$ cat src/rtl/noc_out_port_mux.sv
// Router output-port stage: grant select, wormhole lock,
// 2-entry output queue and valid/ready link to downstream.
module noc_out_port_mux #(
  parameter int NUM_PORTS = 5,
  parameter int FLIT_W    = 32,
  parameter int GRANT_W   = 3,
  parameter int CNT_W     = 16
) (
  input  logic                        clk,
  input  logic                        rst_n,
  input  logic                        grant_valid,
  input  logic [GRANT_W-1:0]          grant,
  input  logic [NUM_PORTS*FLIT_W-1:0] in_flit,
  input  logic [NUM_PORTS-1:0]        in_valid,
  output logic [NUM_PORTS-1:0]        in_ready,
  output logic [FLIT_W-1:0]           out_flit,
  output logic                        out_valid,
  input  logic                        out_ready,
  output logic                        locked,
  output logic [GRANT_W-1:0]          lock_port,
  output logic                        grant_err,
  output logic                        proto_err,
  output logic [CNT_W-1:0]            flit_cnt
);

  localparam logic [1:0] T_HEAD = 2'b00;
  localparam logic [1:0] T_BODY = 2'b01;
  localparam logic [1:0] T_TAIL = 2'b10;
  localparam logic [1:0] T_SNGL = 2'b11;
  localparam logic [GRANT_W:0] NP = (GRANT_W+1)'(NUM_PORTS);

  typedef enum logic {IDLE, LOCKED} state_t;

  state_t             state;
  logic [GRANT_W-1:0] lport;
  logic [FLIT_W-1:0]  q0;
  logic [FLIT_W-1:0]  q1;
  logic [1:0]         q_cnt;

  logic [GRANT_W-1:0] sel;
  logic               sel_ok;
  logic               sel_vld;
  logic [FLIT_W-1:0]  sel_flit;
  logic [1:0]         ftype;
  logic               q_full;
  logic               xfer;
  logic               pop;
  logic               bad_grant;
  logic               bad_type;

  // Source select, per-port accept and transfer qualification
  always_comb begin
    bad_grant = 1'b0;
    sel       = grant;
    sel_ok    = 1'b0;
    if (state == LOCKED) begin
      sel    = lport;
      sel_ok = 1'b1;
    end else begin
      bad_grant = grant_valid && ({1'b0, grant} >= NP);
      sel_ok    = grant_valid && ({1'b0, grant} < NP);
    end
    q_full   = (q_cnt == 2'd2);
    in_ready = '0;
    sel_vld  = 1'b0;
    sel_flit = '0;
    for (int i = 0; i < NUM_PORTS; i++) begin
      if (sel == GRANT_W'(i)) begin
        in_ready[i] = sel_ok && !q_full;
        sel_vld     = in_valid[i];
        sel_flit    = in_flit[i*FLIT_W +: FLIT_W];
      end
    end
    xfer  = sel_ok && !q_full && sel_vld;
    ftype = sel_flit[FLIT_W-1 -: 2];
    pop   = (q_cnt != 2'd0) && out_ready;
    bad_type = (state == IDLE)
             ? (ftype == T_BODY || ftype == T_TAIL)
             : (ftype == T_HEAD || ftype == T_SNGL);
  end

  assign out_valid = (q_cnt != 2'd0);
  assign out_flit  = q0;
  assign locked    = (state == LOCKED);
  assign lock_port = lport;

  // Packet lock: HEAD opens, TAIL closes; misplaced types pass through
  always_ff @(posedge clk or negedge rst_n) begin
    if (!rst_n) begin
      state <= IDLE;
      lport <= '0;
    end else if (xfer) begin
      unique case (state)
        IDLE: begin
          if (ftype == T_HEAD) begin
            state <= LOCKED;
            lport <= sel;
          end
        end
        LOCKED: begin
          if (ftype == T_TAIL) state <= IDLE;
        end
        default: state <= IDLE;
      endcase
    end
  end

  // Two-entry FIFO; unused slots kept at zero so out_flit is 0 when empty
  always_ff @(posedge clk or negedge rst_n) begin
    if (!rst_n) begin
      q0    <= '0;
      q1    <= '0;
      q_cnt <= 2'd0;
    end else begin
      unique case ({xfer, pop})
        2'b10: begin
          if (q_cnt == 2'd0) q0 <= sel_flit;
          else               q1 <= sel_flit;
          q_cnt <= q_cnt + 2'd1;
        end
        2'b01: begin
          q0    <= q1;
          q1    <= '0;
          q_cnt <= q_cnt - 2'd1;
        end
        2'b11: q0 <= sel_flit;
        default: ;
      endcase
    end
  end

  // Error pulses and accepted-flit counter
  always_ff @(posedge clk or negedge rst_n) begin
    if (!rst_n) begin
      grant_err <= 1'b0;
      proto_err <= 1'b0;
      flit_cnt  <= '0;
    end else begin
      grant_err <= bad_grant;
      proto_err <= xfer && bad_type;
      if (xfer) flit_cnt <= flit_cnt + CNT_W'(1);
    end
  end

endmodule

$ cat config.mk
export PLATFORM = sky130hd
export DESIGN_NAME = noc_out_port_mux
export DESIGN_NICKNAME = d
export VERILOG_FILES = /design/src/rtl/noc_out_port_mux.sv
export SDC_FILE = /design/constraint.sdc
export NUM_CORES = 1
export LEC_CHECK = 0
export ABC_CLOCK_PERIOD_IN_PS = 2650
export CAP_MARGIN = 20
export CORE_ASPECT_RATIO = 1.75
export CORE_MARGIN = 4
export CORE_UTILIZATION = 39
export DETAILED_ROUTE_END_ITERATION = 16
export PLACE_DENSITY = 0.77
export REMOVE_ABC_BUFFERS = 1
export SKIP_LAST_GASP = 1
export SYNTH_ARGS = -nofsm -noshare
export SYNTH_HDL_FRONTEND = slang
export SYNTH_SLANG_ARGS = --single-unit
$ cat constraint.sdc
create_clock -name clk -period 2.65 [get_ports clk]
set_input_delay 0.53 -clock clk [delete_from_list [all_inputs] [get_ports clk]]
set_output_delay 0.53 -clock clk [all_outputs]
set_load 0.02 [all_outputs]
==> flow_summary.ini <==
[run_status]
outcome = completed

[placed_design]
place.gp.congestion = 0.816
numPortBuffers = 231
dp_hpwl_microns = 15000
placed_area_sq_um = 8460
post-place-ws_ps = -592

[timing]
timing.final.hold_violations = 0
setup_viol = 0
period_needed_ps = 2560
fin_ws_ps = 89.5
period_share_pct = 96.6
max_clock_freq_ghz = 0.391
skew_ps = 9.77
worstMarginPinSlew_ps = 537
setup_tns_ps = 0
timing_max_transition_violations_final = 0
relSlewSlack_pct = 64.2

[floorplanning]
placementRows = 57
die_w_microns = 98.0
coreArea_sq_um = 13900
dieArea_sq_um = 16200
start_util_pct = 39.7
die_h_microns = 165
ioPinCount = 232

[global_route]
grt_max_degree = 51
antenna_found_initial = 0
grt_pass1_vias = 6271
grtUsageTotal_pct = 23.8
gr-total-overflow = 0
grt_pass1_wl_microns = 31100

[yosys]
synth_xor_area_share_pct = 3.01
synth_top_family_by_area = compound AO/OA/AOI/OAI gates
synth_cell_types = 50
synth_top_area_share_pct = 39.9
syn_inst = 595
synth_async_sr_flop_share_pct = 100
synthMuxAreaShare_pct = 9.49
synth_common_cells = 132 x nand2_1, 88 x dfrtp_1, 51 x o21ai_0
synth_area_leaders = dfrtp_1 40%, nand2_1 9.0%, mux2_4 6.8%
synthAdderAreaFrac_pct = 1.13
synth_edf_count = 0
ys_warn_count = 0
yosysMostFrequentCell = nand2_1
syn_area_sq_um = 5530
synth-seq-cells = 88
synth-simple-area-share_pct = 16.9
synth_seq_area_share_pct = 39.9
synth_compound_area_share_pct = 24.8
avgSynthCellArea_sq_um = 9.29
synthFlopType = dfrtp_1
yosysTopAreaCell = dfrtp_1

[finish]
n_antenna_cell = 0
layout.nets = 1054
postLayoutCellArea_sq_um = 9070
drive_gt1_share_pct = 20.1
fillers = 1115
utilization_pct = 65.2
area_delta_synth_final_pct = 64.1

[drt]
post_drt_wl_per_cell_microns = 18.7
drt_iter0_markers = 249
drt_pass1_iterations = 4
drc = 0
vias = 5834
drt_wl_total_microns = 19800
via_per_inst = 5.51
ant_nets = 0

[power]
leakagePower_nw = 3.82
ir_worst_vdd_uv = 656
power.density_nw_per_um2 = 1080

[clock_tree]
cts_max_level = 3
clkTransAtPathRegs_ps = 60
cts_buffers = 9
cts_tree = yes
cts.path.max_buffers = 2
clock-sinks = 88
insertion_delay_ps = 340
clock-root-buffer = clkbuf_16

[critical_path]
regToRegSetupSlack_ps = 90
max_stage_delay_ps = 560
slowest_stage = or4b_4
worst_ep_required_time_ps = 2860
cp_num_buf_inv = 3
cp_max_fo = 17
critPathKind = register to register
cp.arrival_ps = 2770
cp-start-kind = register
crit_path_cell_trace = or4b_4 -> o31ai_4 -> a32oi_2 -> a31oi_4 -> buf_6 -> a21oi_4 -> buf_4 -> clkbuf_16 -> mux2_4
path_delay_family = compound AO/OA/AOI/OAI gates
end_kind = register

[run]
cap_violations = 0

[min_path]
hp-class = input pin to asynchronous set/reset pin
[state kept, by name (all words and copies together) (netlist names), named ones only]
| register | flops |
|---|---|
| flit_cnt | 16 |
| grant_err | 1 |
| lock_port | 3 |
| out_flit | 32 |
| proto_err | 1 |
| q1 | 32 |
| q_cnt | 2 |
[timing repair]
| action | in CTS | in global routing |
|---|---|---|
| gates resized for setup | 37 | 21 |
| hold buffers | 0 | 0 |
| setup buffers | 6 | 8 |
| endpoints found under the setup margin | 73 | 73 |
| pin swaps | 8 | 9 |
| cloned | 2 | 1 |
[path summary, 6_finish.rpt]
path / cells after the start / endpoint
hold reg to reg: 2 / q1[12]$_DFFE_PN0P_
setup reg to reg: 9 / out_flit[18]$_DFFE_PN0P_
hold / removal: 1 / grant_err$_DFF_PN0_
setup / recovery: 9 / out_flit[18]$_DFFE_PN0P_
min in group clk: 2 / q1[12]$_DFFE_PN0P_
max in group asynchronous: 2 / out_flit[18]$_DFFE_PN0P_
[cell type report]
cell class                      instances  area [sq um]  area share (%)
Sequential cell                        88          2210            24.3
Multi-Input combinational cell        452          3200            35.3
Tap cell                              177           221            2.44
Clock inverter                          5          63.8           0.704
Inverter                               11          41.3           0.455
Timing Repair Buffer                  315          3100            34.1
Clock buffer                           11           243            2.68
[stage by stage]
step,power (mW),hold slack [ps],instances
4_1_cts,9.67,191,1050
6_report,9.83,167,1059
3_5_place_dp,8.10,466,1026
3_3_place_gp,7.87,457,1026
5_1_grt,10.4,197,1059
2_1_floorplan,5.55,234,551
[kinds of logic after synthesis]
| kind of cell | count (synthesis) |
|---|---|
| simple gates | 213 |
| compound gates | 176 |
| flops | 88 |
| buf+inv | 55 |
| mux | 39 |
| xor+xnor | 19 |
| fa+ha+maj | 5 |
[per-layer routing]
layer | vias up | GRT usage [%] | wire length (microns)
met5 | - | 0 | 0
met4 | 0 | 11.0 | 569
met2 | 195 | 44.9 | 10900
met3 | 33 | 4.46 | 993
met1 | 2860 | 25.2 | 7350
li1 | 2746 | - | -
[layout by cell type, fill, tap and decap left out, types with 3 or more instances in the layout]
| cell type | n |
|---|---|
| xnor2_1 | 17 |
| o21ai_0 | 42 |
| nand4_1 | 6 |
| o221ai_2 | 8 |
| inv_1 | 8 |
| buf_4 | 70 |
| buf_12 | 6 |
| mux2i_1 | 5 |
| o221ai_1 | 20 |
| clkdlybuf4s50_1 | 222 |
| mux2_2 | 7 |
| nand2b_1 | 4 |
| buf_6 | 6 |
| nand3_1 | 33 |
| nand2_1 | 132 |
| nor2b_1 | 4 |
| nor2_1 | 16 |
| mux2_4 | 25 |
| a2bb2oi_1 | 27 |
| o21ai_1 | 21 |
| clkbuf_16 | 10 |
| inv_2 | 3 |
| a22o_1 | 26 |
| o41ai_1 | 4 |
| dfrtp_2 | 3 |
| a22oi_1 | 10 |
| and3_1 | 4 |
| dfrtp_1 | 85 |
[report_power, final]
| group | switching [mW] | internal, mW | leakage, nW |
|---|---|---|---|
| clock network | 0.526 | 0.763 | 0.146 |
| registers | 0.413 | 1.87 | 1.16 |
| logic | 3.04 | 3.22 | 2.52 |
Power figures use the tool's default switching activity.
